==> src/rtl/asdpmem_fifo.sv <==
// Single-clock FIFO around an asdpmem (async-read dual-port RAM) with a registered output word.
// Define ASDPMEM_FIFO_AFULL_EN to add the registered almost_full output (threshold AFULL_THRESH).
`timescale 1ns/1ps

module asdpmem #(
  parameter int DEPTH = 6,
  parameter int WIDTH = 32
) (
  input  logic             clka,
  input  logic             ena,
  input  logic             wea,
  input  logic [DEPTH-1:0] addra,
  input  logic [WIDTH-1:0] dia,
  input  logic [DEPTH-1:0] addrb,
  output logic [WIDTH-1:0] dob
);
  logic [WIDTH-1:0] mem [0:(2**DEPTH)-1];

  always_ff @(posedge clka) begin
    if (ena && wea) mem[addra] <= dia;
  end

  assign dob = mem[addrb];
endmodule

module asdpmem_fifo #(
  parameter int DEPTH        = 6,
  parameter int WIDTH        = 32,
  parameter int AFULL_THRESH = 60
) (
  input  logic             clk,
  input  logic             srst,
  input  logic             in_valid,
  input  logic [WIDTH-1:0] in_data,
  output logic             in_ready,
  output logic             out_valid,
  output logic [WIDTH-1:0] out_data,
  input  logic             out_ready,
  output logic [DEPTH:0]   count,
  output logic             full,
  output logic             empty
`ifdef ASDPMEM_FIFO_AFULL_EN
  ,
  output logic             almost_full
`endif
);
  localparam int unsigned   WORDS     = 2**DEPTH;
  localparam logic [DEPTH:0] MEM_FULL  = WORDS[DEPTH:0];
  localparam logic [DEPTH:0] FIFO_FULL = MEM_FULL + {{DEPTH{1'b0}}, 1'b1};
  localparam logic [DEPTH:0] ONE       = {{DEPTH{1'b0}}, 1'b1};

  logic [DEPTH:0]   wptr, rptr, wptr_n, rptr_n, mem_cnt;
  logic             out_valid_n, push, load;
  logic [WIDTH-1:0] out_data_n, dob;

  asdpmem #(.DEPTH(DEPTH), .WIDTH(WIDTH)) u_mem (
    .clka  (clk),
    .ena   (1'b1),
    .wea   (push),
    .addra (wptr[DEPTH-1:0]),
    .dia   (in_data),
    .addrb (rptr[DEPTH-1:0]),
    .dob   (dob)
  );

  assign mem_cnt  = wptr - rptr;
  // A slot freed by a load this cycle is only offered to the producer next cycle.
  assign in_ready = (mem_cnt != MEM_FULL) && !srst;
  assign push     = in_valid && in_ready;
  assign load     = (mem_cnt != '0) && (!out_valid || out_ready);
  assign count    = mem_cnt + {{DEPTH{1'b0}}, out_valid};
  assign full     = (count == FIFO_FULL);
  assign empty    = (count == '0);

  always_comb begin
    wptr_n      = wptr;
    rptr_n      = rptr;
    out_valid_n = out_valid;
    out_data_n  = out_data;
    if (push) wptr_n = wptr + ONE;
    if (load) begin
      rptr_n      = rptr + ONE;
      out_valid_n = 1'b1;
      out_data_n  = dob;
    end else if (out_ready && out_valid) begin
      out_valid_n = 1'b0;
    end
  end

  // Memory contents survive reset; equal pointers keep stale words hidden.
  always_ff @(posedge clk) begin
    if (srst) begin
      wptr      <= '0;
      rptr      <= '0;
      out_valid <= 1'b0;
      out_data  <= '0;
    end else begin
      wptr      <= wptr_n;
      rptr      <= rptr_n;
      out_valid <= out_valid_n;
      out_data  <= out_data_n;
    end
  end

`ifdef ASDPMEM_FIFO_AFULL_EN
  localparam logic [DEPTH:0] AF_T = AFULL_THRESH[DEPTH:0];
  logic [DEPTH:0] count_n;
  assign count_n = (wptr_n - rptr_n) + {{DEPTH{1'b0}}, out_valid_n};

  always_ff @(posedge clk) begin
    if (srst) almost_full <= 1'b0;
    else      almost_full <= (count_n >= AF_T);
  end
`endif
endmodule
==> config.mk <==
export PLATFORM = sky130hd
export DESIGN_NAME = asdpmem_fifo
export DESIGN_NICKNAME = d
export VERILOG_FILES = /design/src/rtl/asdpmem_fifo.sv
export SDC_FILE = /design/constraint.sdc
export NUM_CORES = 2
export LEC_CHECK = 0
export CAP_MARGIN = 20
export CELL_PAD_IN_SITES_DETAIL_PLACEMENT = 0
export CELL_PAD_IN_SITES_GLOBAL_PLACEMENT = 1
export CORE_UTILIZATION = 50
export DETAILED_ROUTE_END_ITERATION = 10
export PLACE_DENSITY = 0.75
export SYNTH_ARGS = -nofsm -noshare
export SYNTH_HDL_FRONTEND = slang
export SYNTH_SLANG_ARGS = --single-unit
export TNS_END_PERCENT = 5
==> constraint.sdc <==
create_clock -name clk -period 6.4 [get_ports clk]
set_input_delay 0.64 -clock clk [delete_from_list [all_inputs] [get_ports clk]]
set_output_delay 0.64 -clock clk [all_outputs]
set_load 0.1 [all_outputs]
# [Yosys cells after proc, flatten, opt, wreduce, memory -nomap -nowiden]
# Memories as Yosys holds them, arrays and structs flattened. A register that Yosys moved wholly into a read port is not among the register bits.
# Index checks and enable logic that the tools add are counted.
[classes] add_sub_neg=4 n_reduce_logical=10 eq_ne=2 mux=4
[ops] cell="7-bit by 1-bit adder with 7-bit output, second input constant" n=2
[ops] cell="7-bit by 1-bit adder with 7-bit output" n=1
[ops] cell="7-bit == test, second input constant" n=1
[ops] cell="7-bit zero test" n=1
[ops] cell="7-bit != test, second input constant" n=1
[ops] cell="7-bit nonzero test" n=1
[ops] cell="7-bit subtractor" n=1
[ops] cell="1-bit logical AND" n=4
[ops] cell="1-bit two-way mux" n=4
[ops] cell="1-bit zero test" n=2
[ops] cell="2-bit nonzero test" n=1
[ops] cell="1-bit logical OR" n=1
[word_totals] inputBits=36 reg_bits=15 mem_count=1 wordCells=24 ram_bits=2048 output_inout_bits=43
[memory_table] name="u_mem.mem" depth=64 width=32 read_ports=1 rd_ports_with_merged_regs=1 write_ports=1 line_no="17" source="logic [WIDTH-1:0] mem [0:(2**DEPTH)-1];"

# [Longest topological paths before layout]
[logic_depth] ltp_word=6 mapped_depth=13

# [Modules after synthesis]
# Synthesis repeated with hierarchy kept, for this count alone.
[hier_totals] hier_cells=3721 area_unflattened_um2=80538.5
[modules_own_cells] module="asdpmem" n_inst=1 area_each_um2=78195.0 seq_area_each_um2=61499.0 cells_per_inst=3468
[modules_own_cells] module="asdpmem_fifo" n_inst=1 area_each_um2=2343.5 seq_area_each_um2=940.9 cells_per_inst=253

# [Least setup slack after synthesis]
# Ideal clock, no wire load.
[synth_timing] kind="flip-flop to output port" from="reg rptr[1]" to="out full" required_time_ns=5.760 stages_incl_launch_ff=12 setup_slack_ns=-0.377 path_buffers=2 arrival_time_ns=6.137 path_cell_list="dfxtp_1 > buf_2 > inv_2 > clkbuf_1 > ha_1 > and3b_1 > o21ai_0 > mux2_2 > nor2_1 > nor2_1 > xnor2_1 > nor3b_1"
[synth_via] elab_chain_len=3
[synth_lines] element="start, declared" line_no="52" source="logic [DEPTH:0] wptr, rptr, wptr_n, rptr_n, mem_cnt;"
[synth_lines] element="start signal, assigned" line_no="99" source="rptr <= rptr_n;"
[synth_lines] element="7-bit subtractor" line_no="66" source="assign mem_cnt = wptr - rptr;"
[synth_lines] element="7-bit by 1-bit adder with 7-bit output" line_no="71" source="assign count = mem_cnt + {{DEPTH{1'b0}}, out_valid};"
[synth_lines] element="named net count[6]" line_no="39" source="output logic [DEPTH:0] count,"
[synth_lines] element="7-bit == test" line_no="72" source="assign full = (count == FIFO_FULL);"
[synth_lines] element="end, declared" line_no="40" source="output logic full,"
# The timed path passes the listed nets, and every way through them passes these cells.

# [Worst setup path after layout]
[layout_timing] from="reg rptr[0]" to="out full"
[layout_via] elab_chain_len=3
[layout_lines] element="7-bit subtractor" line_no="66"
[layout_lines] element="7-bit by 1-bit adder with 7-bit output" line_no="71"
[layout_lines] element="7-bit == test" line_no="72"
# No other way between the ends.

==> run summary <==
outcome: complete, no violations
post-route minimum period: 5.18 ns
clk sinks: 2,095
clk_skew: 0.0285 ns
Final Net Count: 4,277
Top delay family on crit path: XOR/XNOR gates
commonest cells in the netlist: edfxtp_1, mux4_2, nand2_1, nor2_1, mux2i_1
effective utilization at floorplan: 0.505
Gate Count Post-Synth: 3,998
Seq/Total Area, Yosys: 0.770
# DRC: 0
Synth Warn #: 0
drt pass-1 iters: 6
clk slew on worst S/H paths: 0.06 ns
dpl cells: 6,184
number of setup buffers added after CTS: 0
Mean Syn Cell Area: 20.3 um^2
wire per inst: 32.7 um
Post-Syn Area: 0.0811 mm^2
dominant synthesized flop cell: edfxtp_1
Synth area leaders: edfxtp_1, mux4_2, nand2_1
most numerous cell in the Yosys netlist: edfxtp_1
critical path startpoint: rptr[0]
die area: 0.164 mm^2
max-slew violations: 0
Buf+Inv Stages, Crit Path: 2
unique cell type count in the Yosys netlist: 66
worst flop-to-flop path startpoint: rptr[0]
kind of critical path: reg -> out
Syn Nets: 4,045
PD cells: 367 mW/mm^2
Fin. Hold Viols: 0
initial antenna violation count: 6
crit path DAT: 4.54 ns
Vias: 41,600
Sequential Power Share: 0.456
Cell Int Power: 24,400 uW
First DRT Iteration DRCs: 5,061
top-area cell type share of the netlist area: 0.758
Sw Pwr: 9290 uW
vias in the first global route: 41,200
combinational power share: 0.191
Max VDD drop: 361 uV
final core utilization: 0.572
CTS buffer count: 202
share of cells above drive strength 1: 0.244
clock tree buffer depth: 3
Hold Path Origin: in_data[3]
Finished Cell Area: 0.0919 mm^2
multi-input logic area: 0.0179 mm^2
Net Sw Frac: 0.276
Site Rows: 147
dpl cell area: 0.0852 mm^2
RSZ-0062 raised after global routing: false
Chip Width: 405 um
fin crit share: 0.809
number of synthesized flops with an enable pin: 2,048
Fillers: 11,800
ANT cells: 0
GR Util All Layers: 0.264
worst-path fanout max: 17
HP Class: in -> reg
H-tree levels: 4
Layout Area Growth over Synthesis: 13.3%
post-synth top area cell: edfxtp_1
worst relative slew slack: 0.221
Skew-Pair Late Insertion Delay: 0.84 ns
register cell area after layout: 0.0625 mm^2
routability cong.: 0.831
final WL: 215,000 um
core area: 0.161 mm^2
clock group share of total power: 0.353
Die Y: 405 um
Worst Path Required: 5.76 ns
critical path endpoint category: output pin
largest net degree at the start of global routing: 120
setup TNS after final layout: 0 ns
post-synthesis register bit count: 2,095
post-cts gate resize count: 0
CTS tree: done
first-pass GRT wire length: 303,000 um
Hold WS: 0.231 ns
post-route insts no fill: 6,562
Tightest Pin Transition: 1.17 ns
input/output buffers: 78
Post-CTS Hold Fix Bufs: 0
global route total overflow: 0
Post-synth ARST share: 0
Max Clk Rate: 193 MHz
Via density: 6.34
root buffer cell: clkbuf_16
Leak: 0.0286 uW
IO Count: 79
Finish-stage setup viols: 0
Critical-path top delay cell: xnor2_1
antenna viol nets, final: 0
post-detail-place hpwl: 122,000 um
startpoint types: register
crit-path cells: ha_1 > inv_1 > fa_1 > a211oi_1 > o21ai_1 > a21o_2 > xor2_1 > xnor2_1 > nor3b_2 > buf_12
max cap viols: 0
Crit path largest cell delay: 0.84 ns
final timing paths:
path	endpoint	slack [ns]	depth (start not counted)
setup / recovery	full	1.22	10
hold / removal	u_mem.mem[27][3]	0.23	1
setup reg to reg	u_mem.mem[33][4]	1.67	11
hold reg to reg	out_data[14]	0.54	2
through the flow:
| step | power [uW] | setup slack (ns) |
|---|---|---|
| final | 33700 | 1.22 |
| after global routing | 34700 | 0.900 |
| after CTS | 33900 | 1.22 |
| after detailed placement | 22100 | 1.67 |
| after global placement | 22000 | 1.68 |
| after floorplan | 20100 | 0.0996 |
cells by family (layout without fill, tap and decap cells):
logic type	count (synthesis)	after routing	synth area share
XOR/XNOR	11	11	0.00142
buffers and inverters	248	652	0.0160
adder cells (fa/ha/maj)	11	11	0.00179
AND/OR/NAND/NOR	757	757	0.0421
AO/OA/AOI/OAI	293	293	0.0268
flip-flops	2095	2095	0.770
multiplexers	583	583	0.142
state kept, by name, indices dropped and copies added, names as in the netlist:
| register | flops |
|---|---|
| out_valid | 1 |
| u_mem.mem | 2048 |
| rptr | 7 |
| wptr | 7 |
| out_data | 32 |
cell usage in the layout (no fill, tap or decap), drive strengths merged, types with 6 or more instances in the layout:
| cell | instances |
|---|---|
| edfxtp | 2048 |
| mux4 | 453 |
| nand2 | 358 |
| clkbuf | 273 |
| buf | 230 |
| nor2 | 171 |
| mux2i | 124 |
| clkinv | 78 |
| nor3 | 60 |
| and3 | 57 |
| a21oi | 55 |
| dfxtp | 47 |
| a211oi | 36 |
| nor4 | 35 |
| nand4 | 34 |
| a22oi | 33 |
| a221oi | 32 |
| clkdlybuf4s50 | 30 |
| a31oi | 28 |
| a311oi | 28 |
| o31a | 26 |
| inv | 20 |
| bufinv | 19 |
| o22ai | 17 |
| nand3 | 15 |
| o21ai | 11 |
| ha | 10 |
| nor2b | 8 |
| xor2 | 6 |
| mux2 | 6 |
power groups by stage:
stage	Clock, uW	Sequential [uW]	Combinational [uW]
final	11900	15400	6440
after floorplan	0	16100	4040
after global routing	12600	15400	6780
after global placement	0	15600	6410
after CTS	12100	15300	6460
after detailed placement	0	15600	6430
layout make-up:
type,count,share of cell area
clock buffer,273,0.0605
sequential,2095,0.680
timing repair buffer,260,0.0235
tap,2160,0.0294
multi-input combinational,1655,0.195
clock inverter,103,0.0118
inverter,16,0.000708
metal layers:
layer | track usage | wire length (um) | up-vias
met5 | 0 | 0 | -
li1 | - | - | 16900
met3 | 0.0684 | 23000 | 309
met4 | 0.0742 | 5650 | 0
met1 | 0.366 | 82900 | 22000
met2 | 0.416 | 103000 | 2357
No activity file was read; power rests on OpenSTA's default activity.
